## config.mk

```make
export PLATFORM = sky130hd
export DESIGN_NAME = hazard_stall_ctrl
export DESIGN_NICKNAME = d
export VERILOG_FILES = /design/src/rtl/hazard_pkg.sv /design/src/rtl/mdu_busy_tracker.sv /design/src/rtl/hazard_stall_ctrl.sv
export SDC_FILE = /design/constraint.sdc
export NUM_CORES = 1
export LEC_CHECK = 0
export ABC_CLOCK_PERIOD_IN_PS = 2600
export CELL_PAD_IN_SITES_DETAIL_PLACEMENT = 1
export CELL_PAD_IN_SITES_GLOBAL_PLACEMENT = 1
export CORE_ASPECT_RATIO = 0.75
export CORE_MARGIN = 8
export CORE_UTILIZATION = 24
export CTS_CLUSTER_SIZE = 20
export DETAILED_ROUTE_END_ITERATION = 10
export PLACE_DENSITY_LB_ADDON = 0.1
export SYNTH_ARGS = -nofsm -noshare
export SYNTH_HDL_FRONTEND = slang
export SYNTH_SLANG_ARGS = --single-unit
```

## constraint.sdc

```tcl
create_clock -name i_clk -period 2.6 [get_ports i_clk]
set_input_delay 0.52 -clock i_clk [delete_from_list [all_inputs] [get_ports i_clk]]
set_output_delay 0.52 -clock i_clk [all_outputs]
set_load 0.02 [all_outputs]
```

## src/rtl/hazard_pkg.sv

```systemverilog
// ----------------------------------------------------------------------------
// hazard_pkg
// Shared definitions for the pipeline hazard / stall controller.
//   - state_t      : sequencing FSM states (S_RUN, S_HALTED)
//   - REG_ZERO     : architectural register $0, which never carries a hazard
//   - REG_ADDR_DEFAULT : default register-address width of the core
// ----------------------------------------------------------------------------
package hazard_pkg;

  localparam int REG_ADDR_DEFAULT = 5;

  localparam logic [4:0] REG_ZERO = 5'd0;

  // RUN is the normal operating state; HALTED is entered from HALT in WB
  // and only reset leaves it.
  typedef enum logic {
    S_RUN    = 1'b0,
    S_HALTED = 1'b1
  } state_t;

endpackage

```

## src/rtl/mdu_busy_tracker.sv

```systemverilog
// ----------------------------------------------------------------------------
// mdu_busy_tracker
// Tracks the latency window of the multi-cycle MULT/DIV unit.
// A launch strobe loads the full latency; the counter then counts down and
// rests at zero. The unit is busy whenever the counter is non-zero.
// Parameters:
//   MDU_CYCLES  MDU latency in cycles (>= 2)
// Ports:
//   clk    in   core clock, rising edge
//   reset  in   asynchronous, active-low reset (clears the pending result)
//   start  in   one-cycle MDU launch strobe
//   busy   out  MDU result pending
// ----------------------------------------------------------------------------
module mdu_busy_tracker #(
  parameter int MDU_CYCLES = 32
) (
  input  logic clk,
  input  logic reset,
  input  logic start,
  output logic busy
);

  localparam int CW = $clog2(MDU_CYCLES + 1);

  logic [CW-1:0] cnt;

  // Launch loads the whole window; afterwards count down and saturate at 0.
  // A new launch is only ever granted once the counter has reached zero,
  // because the top stalls MDU instructions while busy.
  always_ff @(posedge clk or negedge reset) begin
    if (!reset) begin
      cnt <= '0;
    end else if (start) begin
      cnt <= CW'(MDU_CYCLES);
    end else if (cnt != '0) begin
      cnt <= cnt - CW'(1);
    end
  end

  assign busy = (cnt != '0);

endmodule

```

## src/rtl/hazard_stall_ctrl.sv

```systemverilog
// ----------------------------------------------------------------------------
// hazard_stall_ctrl
// Pipeline sequencing controller for the 5-stage MIPS core. It sits beside the
// forwarding network and stalls the front end for hazards forwarding cannot
// cover: load-use, branch/JR operands still in flight, and MULT/DIV unit busy.
// It also owns the HALT drain: once HALT reaches WB the front end is frozen and
// bubbles are fed into EX forever, letting EX/MEM/WB empty out.
//
// Optional feature (macro HAZARD_PERF_CNT_EN):
//   adds parameter CNT_W and output o_stall_cnt, a saturating count of cycles
//   with a hazard stall while running (HALTED cycles are not counted).
//
// Parameters:
//   REG_ADDR    register address width
//   MDU_CYCLES  MDU latency in cycles (>= 2)
//   CNT_W       perf-counter width (only with HAZARD_PERF_CNT_EN)
// Ports:
//   i_clk, i_reset                 clock / async active-low reset
//   i_instr_rs_D, i_instr_rt_D     source registers of the instr in ID
//   i_branch_D, i_jump_reg_D       ID holds BEQ/BNE or JR/JALR
//   i_mdu_start_D, i_mdu_read_D    ID holds MULT/DIV or MFHI/MFLO
//   i_halt_W                       HALT in WB
//   i_instr_rt_E, i_write_reg_E    rt and destination of the instr in EX
//   i_mem_read_E, i_reg_write_E    EX instr is a load / writes the RF
//   i_write_reg_M, i_mem_read_M    destination / load flag of the instr in MEM
//   o_stall_F, o_stall_D, o_flush_E  hold PC, hold IF/ID, bubble into ID/EX
//   o_mdu_start                    one-cycle MDU launch strobe
//   o_mdu_busy                     MDU result pending
//   o_halted                       core halted
//   o_stall_cnt                    hazard-stall cycle count (optional)
// ----------------------------------------------------------------------------
module hazard_stall_ctrl
  import hazard_pkg::*;
#(
  parameter int REG_ADDR   = REG_ADDR_DEFAULT,
  parameter int MDU_CYCLES = 32
`ifdef HAZARD_PERF_CNT_EN
  ,
  parameter int CNT_W      = 16
`endif
) (
  input  logic                i_clk,
  input  logic                i_reset,
  input  logic [REG_ADDR-1:0] i_instr_rs_D,
  input  logic [REG_ADDR-1:0] i_instr_rt_D,
  input  logic                i_branch_D,
  input  logic                i_jump_reg_D,
  input  logic                i_mdu_start_D,
  input  logic                i_mdu_read_D,
  input  logic                i_halt_W,
  input  logic [REG_ADDR-1:0] i_instr_rt_E,
  input  logic [REG_ADDR-1:0] i_write_reg_E,
  input  logic                i_mem_read_E,
  input  logic                i_reg_write_E,
  input  logic [REG_ADDR-1:0] i_write_reg_M,
  input  logic                i_mem_read_M,
  output logic                o_stall_F,
  output logic                o_stall_D,
  output logic                o_flush_E,
  output logic                o_mdu_start,
  output logic                o_mdu_busy,
  output logic                o_halted
`ifdef HAZARD_PERF_CNT_EN
  ,
  output logic [CNT_W-1:0]    o_stall_cnt
`endif
);

  localparam logic [REG_ADDR-1:0] ZERO_REG = REG_ADDR'(REG_ZERO);

  state_t state;
  state_t state_next;

  logic lw_stall;
  logic br_ex_match;
  logic br_mem_match;
  logic br_stall;
  logic mdu_stall;
  logic hz;
  logic stall_all;
  logic mdu_busy;

  // Load-use: the loaded value is only available after MEM, so an ID consumer
  // of the load's rt must wait one cycle. $0 is never a real dependency.
  assign lw_stall = i_mem_read_E && (i_instr_rt_E != ZERO_REG) &&
                    ((i_instr_rt_E == i_instr_rs_D) || (i_instr_rt_E == i_instr_rt_D));

  // Branches and JR resolve in ID, so any operand still being computed in EX,
  // or still being loaded in MEM, cannot be forwarded in time.
  assign br_ex_match  = i_reg_write_E && (i_write_reg_E != ZERO_REG) &&
                        ((i_write_reg_E == i_instr_rs_D) || (i_write_reg_E == i_instr_rt_D));
  assign br_mem_match = i_mem_read_M && (i_write_reg_M != ZERO_REG) &&
                        ((i_write_reg_M == i_instr_rs_D) || (i_write_reg_M == i_instr_rt_D));
  assign br_stall     = (i_branch_D || i_jump_reg_D) && (br_ex_match || br_mem_match);

  // While the MDU is working, neither a new launch nor a HI/LO read may leave ID.
  assign mdu_stall = mdu_busy && (i_mdu_start_D || i_mdu_read_D);

  assign hz = lw_stall || br_stall || mdu_stall;

  // Sequencing FSM state register.
  always_ff @(posedge i_clk or negedge i_reset) begin
    if (!i_reset) begin
      state <= S_RUN;
    end else begin
      state <= state_next;
    end
  end

  // HALT in WB freezes the core; only reset leaves HALTED, and a further
  // HALT while halted changes nothing.
  always_comb begin
    state_next = state;
    case (state)
      S_RUN:    if (i_halt_W) state_next = S_HALTED;
      S_HALTED: state_next = S_HALTED;
      default:  state_next = S_RUN;
    endcase
  end

  // Outputs: every hazard and the halted state freeze IF/ID and bubble EX.
  // The MDU is launched only on the cycle its instruction actually leaves ID,
  // so a stalled MULT/DIV cannot launch twice.
  always_comb begin
    stall_all   = hz || (state == S_HALTED);
    o_stall_F   = stall_all;
    o_stall_D   = stall_all;
    o_flush_E   = stall_all;
    o_mdu_start = i_mdu_start_D && !stall_all;
    o_halted    = (state == S_HALTED);
  end

  mdu_busy_tracker #(
    .MDU_CYCLES(MDU_CYCLES)
  ) u_mdu_busy_tracker (
    .clk  (i_clk),
    .reset(i_reset),
    .start(o_mdu_start),
    .busy (mdu_busy)
  );

  assign o_mdu_busy = mdu_busy;

`ifdef HAZARD_PERF_CNT_EN
  logic [CNT_W-1:0] stall_cnt;

  // Hazard-stall cycles while running; the halt drain is deliberately not
  // counted. The counter sticks at all-ones rather than wrapping.
  always_ff @(posedge i_clk or negedge i_reset) begin
    if (!i_reset) begin
      stall_cnt <= '0;
    end else if (hz && (state == S_RUN) && (stall_cnt != '1)) begin
      stall_cnt <= stall_cnt + CNT_W'(1);
    end
  end

  assign o_stall_cnt = stall_cnt;
`endif

endmodule
```

==> results by group <==
Worst setup path
  – Reg2reg end: u_mdu_busy_tracker.cnt[1]
  – Crit-path max cell delay: 0.59 ns
  – Critical path class: in -> out
  – Worst setup EP type: output port
  – Critical path startpoint: i_instr_rs_D[0]
  – CP max FO: 3
  – Crit path max-delay family: simple AND/OR/NAND/NOR gates
  – Worst R2R Setup Slack: 0.85 ns
  – Worst Reg-to-Reg Cells: 8
  – Worst EP arrival: 2.22 ns
  – RR Startpoint: u_mdu_busy_tracker.cnt[0]
  – Critical path, cell by cell: clkdlybuf4s15_1 -> xor2_1 -> nor3_1 -> a22oi_2 -> o22ai_4 -> or4b_4 -> buf_6
  – CP Launch Type: input port
  – End of the critical path: o_flush_E
  – Worst path buffer plus inverter count: 2
  – Critical path depth: 7
  – Critical Path RT: 2.08 ns
  – Slowest cell on crit path: or4b_4

Synth
  – Register area share after synthesis: 22.2%
  – Seq cells post-synth: 7
  – YS warnings: 0
  – Number of library cell types mapped by synthesis: 28
  – Mapped Nets: 131
  – Area leader, netlist: dfrtp_1
  – Post-Syn Area: 791 um2
  – Syn_area_per_cell: 8.32 um2
  – Syn Inst Count: 95
  – Share of the synthesized area in the top cell type: 22.2%
  – Synth top area cells: dfrtp_1 22%, xor2_1 22%, xnor2_1 12%

Clocking
  – Clock Latency Late Sink: 0.22 ns
  – Clock buffer depth: 2
  – CTS tree: done
  – H-tree Lvls: 1
  – Clk sinks: 7
  – Clk root buf: clkbuf_8
  – Reg clk slew, reported paths: 0.04 ns
  – CTS Hold Bufs: 0
  – Cts bufs inserted: 3

Layout
  – FF/Latch Area: 175 um2
  – Ant diodes: 0
  – Commonest non-fill, non-tap cells in the layout: 39 x buf_4, 18 x xor2_1, 11 x xnor2_1, 11 x clkdlybuf4s50_1, 10 x clkbuf_2
  – Fin nets: 212
  – Area of the multi-input gates: 687 um2
  – Final Core Density: 49.6%
  – Fillers: 396
  – Final instance area: 0.00160 mm2
  – Final non-filler cell total: 215
  – Layout cells sized above 1: 45.1%
  – Syn-to-layout area delta: 102%
  – Commonest non-fill, non-tap cell in the layout: buf_4

Routing
  – Detailed Route WL: 3580 um
  – Pre-antenna DRT Iters: 3
  – DR vias/cell: 4.47
  – Via count: 962
  – Mean routed wirelength per cell: 16.6 um
  – Post-DRT Antenna Nets: 0
  – DR DRC count: 0
  – First DRT Iteration DRCs: 27

Floorplanning
  – Die Height: 65.7 um
  – Initial Utilization: 24.6%
  – Die area: 0.00541 mm2
  – Die Width: 82.3 um
  – I/O pin cnt: 41
  – Row count: 18
  – Core area: 0.00322 mm2

Power and ir drop
  – Leak: 0.703 nW
  – Power Total: 0.770 mW
  – Power per cell area: 482 mW/mm2
  – VDD IR max: 253 uV

Run status
  – Failing checks: setup timing
  – Status: complete, but fails checks

Placement
  – Gpl congestion: 0.822
  – PortBufs: 40
  – DP Area: 0.00146 mm2
  – DPL Wire Length: 2830 um
  – Post-Place Cells: 203

Worst hold path
  – Hold Crit Class: reg -> reg
  – Number of cells on the worst hold path: 1

STA
  – Hold WS: 0.551 ns
  – Pins Over Slew Limit: 0
  – Post-route setup slack: -0.143 ns
  – Worst Clk Skew: 0.00117 ns
  – Final setup fails: 4
  – Minimum clock period: 2.74 ns
  – Final Hold Fails: 0
  – Tcrit/Tclk final: 105%
  – Achievable Freq: 0.365 GHz
  – Worst-Margin Slew: 0.320 ns
  – Unrepaired setup endpoints after global routing: true
  – Slew HR: 78.6%

Global routing
  – First-pass GRT wire length: 5330 um
  – Vias in the first global route: 1065
  – GRT Residual Overflow: 0
  – Largest net degree at the start of global routing: 8
  – Initial antenna violation count: 0
  – Overall routing resource usage: 12.5%

Run
  – Max-cap violations: 0
[power breakdown]
group	switching (mW)	total (mW)	internal, mW	leakage [nW]
logic	0.194	0.430	0.237	0.599
registers	0.0298	0.186	0.156	0.0821
clock network	0.0478	0.154	0.106	0.0228
total	0.271	0.770	0.499	0.703
[worst reg2reg max path: stages (launching register included)]
cell      delay, ns
dfrtp_1        0.36
inv_1          0.08
ha_1           0.17
nand2b_1       0.07
nand2b_1       0.23
buf_4          0.19
or2_2          0.32
a21oi_1        0.13
a21oi_1        0.08
[synthesized netlist by cell type]
cell	n
nor2_1	4
a22oi_1	2
xor2_1	20
a21oi_1	3
o22ai_1	2
or2_2	2
ha_1	1
and2_1	1
or4b_1	1
nand2b_1	5
inv_1	2
buf_4	2
o21a_1	1
xnor2_1	11
o21ai_0	5
or4_1	3
nor4_1	1
o221ai_1	2
or3_1	2
o22a_1	1
dfrtp_1	7
or4b_2	1
nor3_1	6
clkbuf_1	1
nand2_1	5
o31ai_1	1
o41a_1	1
nand3_1	2
[per-stage QoR]
stage                     setup TNS, ns  setup slack, ns
after floorplan                 -0.0619          -0.0240
after global placement            -3.42           -0.884
after detailed placement          -3.53           -0.914
after CTS                        -0.552           -0.180
after global routing             -0.788           -0.217
final                            -0.440           -0.143
[how the worst min path moves through the flow]
stage,end,slack (ns),from
after CTS,u_mdu_busy_tracker.cnt[3],0.55,u_mdu_busy_tracker.cnt[3]
final,u_mdu_busy_tracker.cnt[3],0.55,u_mdu_busy_tracker.cnt[3]
after global routing,u_mdu_busy_tracker.cnt[4],0.59,i_reset
after global placement,u_mdu_busy_tracker.cnt[2],0.51,u_mdu_busy_tracker.cnt[2]
after detailed placement,u_mdu_busy_tracker.cnt[2],0.54,u_mdu_busy_tracker.cnt[2]
after floorplan,o_halted,0.22,i_reset
[layout make-up]
cell class / instances / area share (%)
timing repair buffer: 79 / 39.6
tap: 40 / 3.13
inverter: 2 / 0.470
multi-input combinational: 83 / 43.0
sequential: 7 / 11.0
clock buffer: 4 / 2.82
[metal layers]
layer / vias up / share of wire [%] / GRT usage, %
li1: 492 / - / -
met1: 442 / 45 / 17.3
met4: 0 / 0.81 / 0
met2: 26 / 48 / 19.8
met5: - / 0 / 0
met3: 2 / 6.3 / 3.68
[state kept, by name (all words and copies together), names as in the netlist]
register	flops
o_halted	1
u_mdu_busy_tracker.cnt	6
[what timing repair did]
action / 4_1_cts / 5_1_grt
pin swaps: 9 / 12
setup buffers: 6 / 2
setup endpoints to repair: 4 / 4
cloned: 0 / 0
gates resized for setup: 81 / 33
[kinds of logic (layout without fill, tap and decap cells)]
kind of cell               Yosys count  count (layout)  synth area share, %
AOI/OAI and AO/OA                   18              18                 15.2
xor gates and xnor gates            31              31                 34.3
adders and majority gates            1               1                 1.58
buffers and inverters                5              85                 3.32
DFF                                  7               7                 22.2
and+or+nand+nor                     33              33                 23.4
No activity file was read; power rests on OpenSTA's default activity.
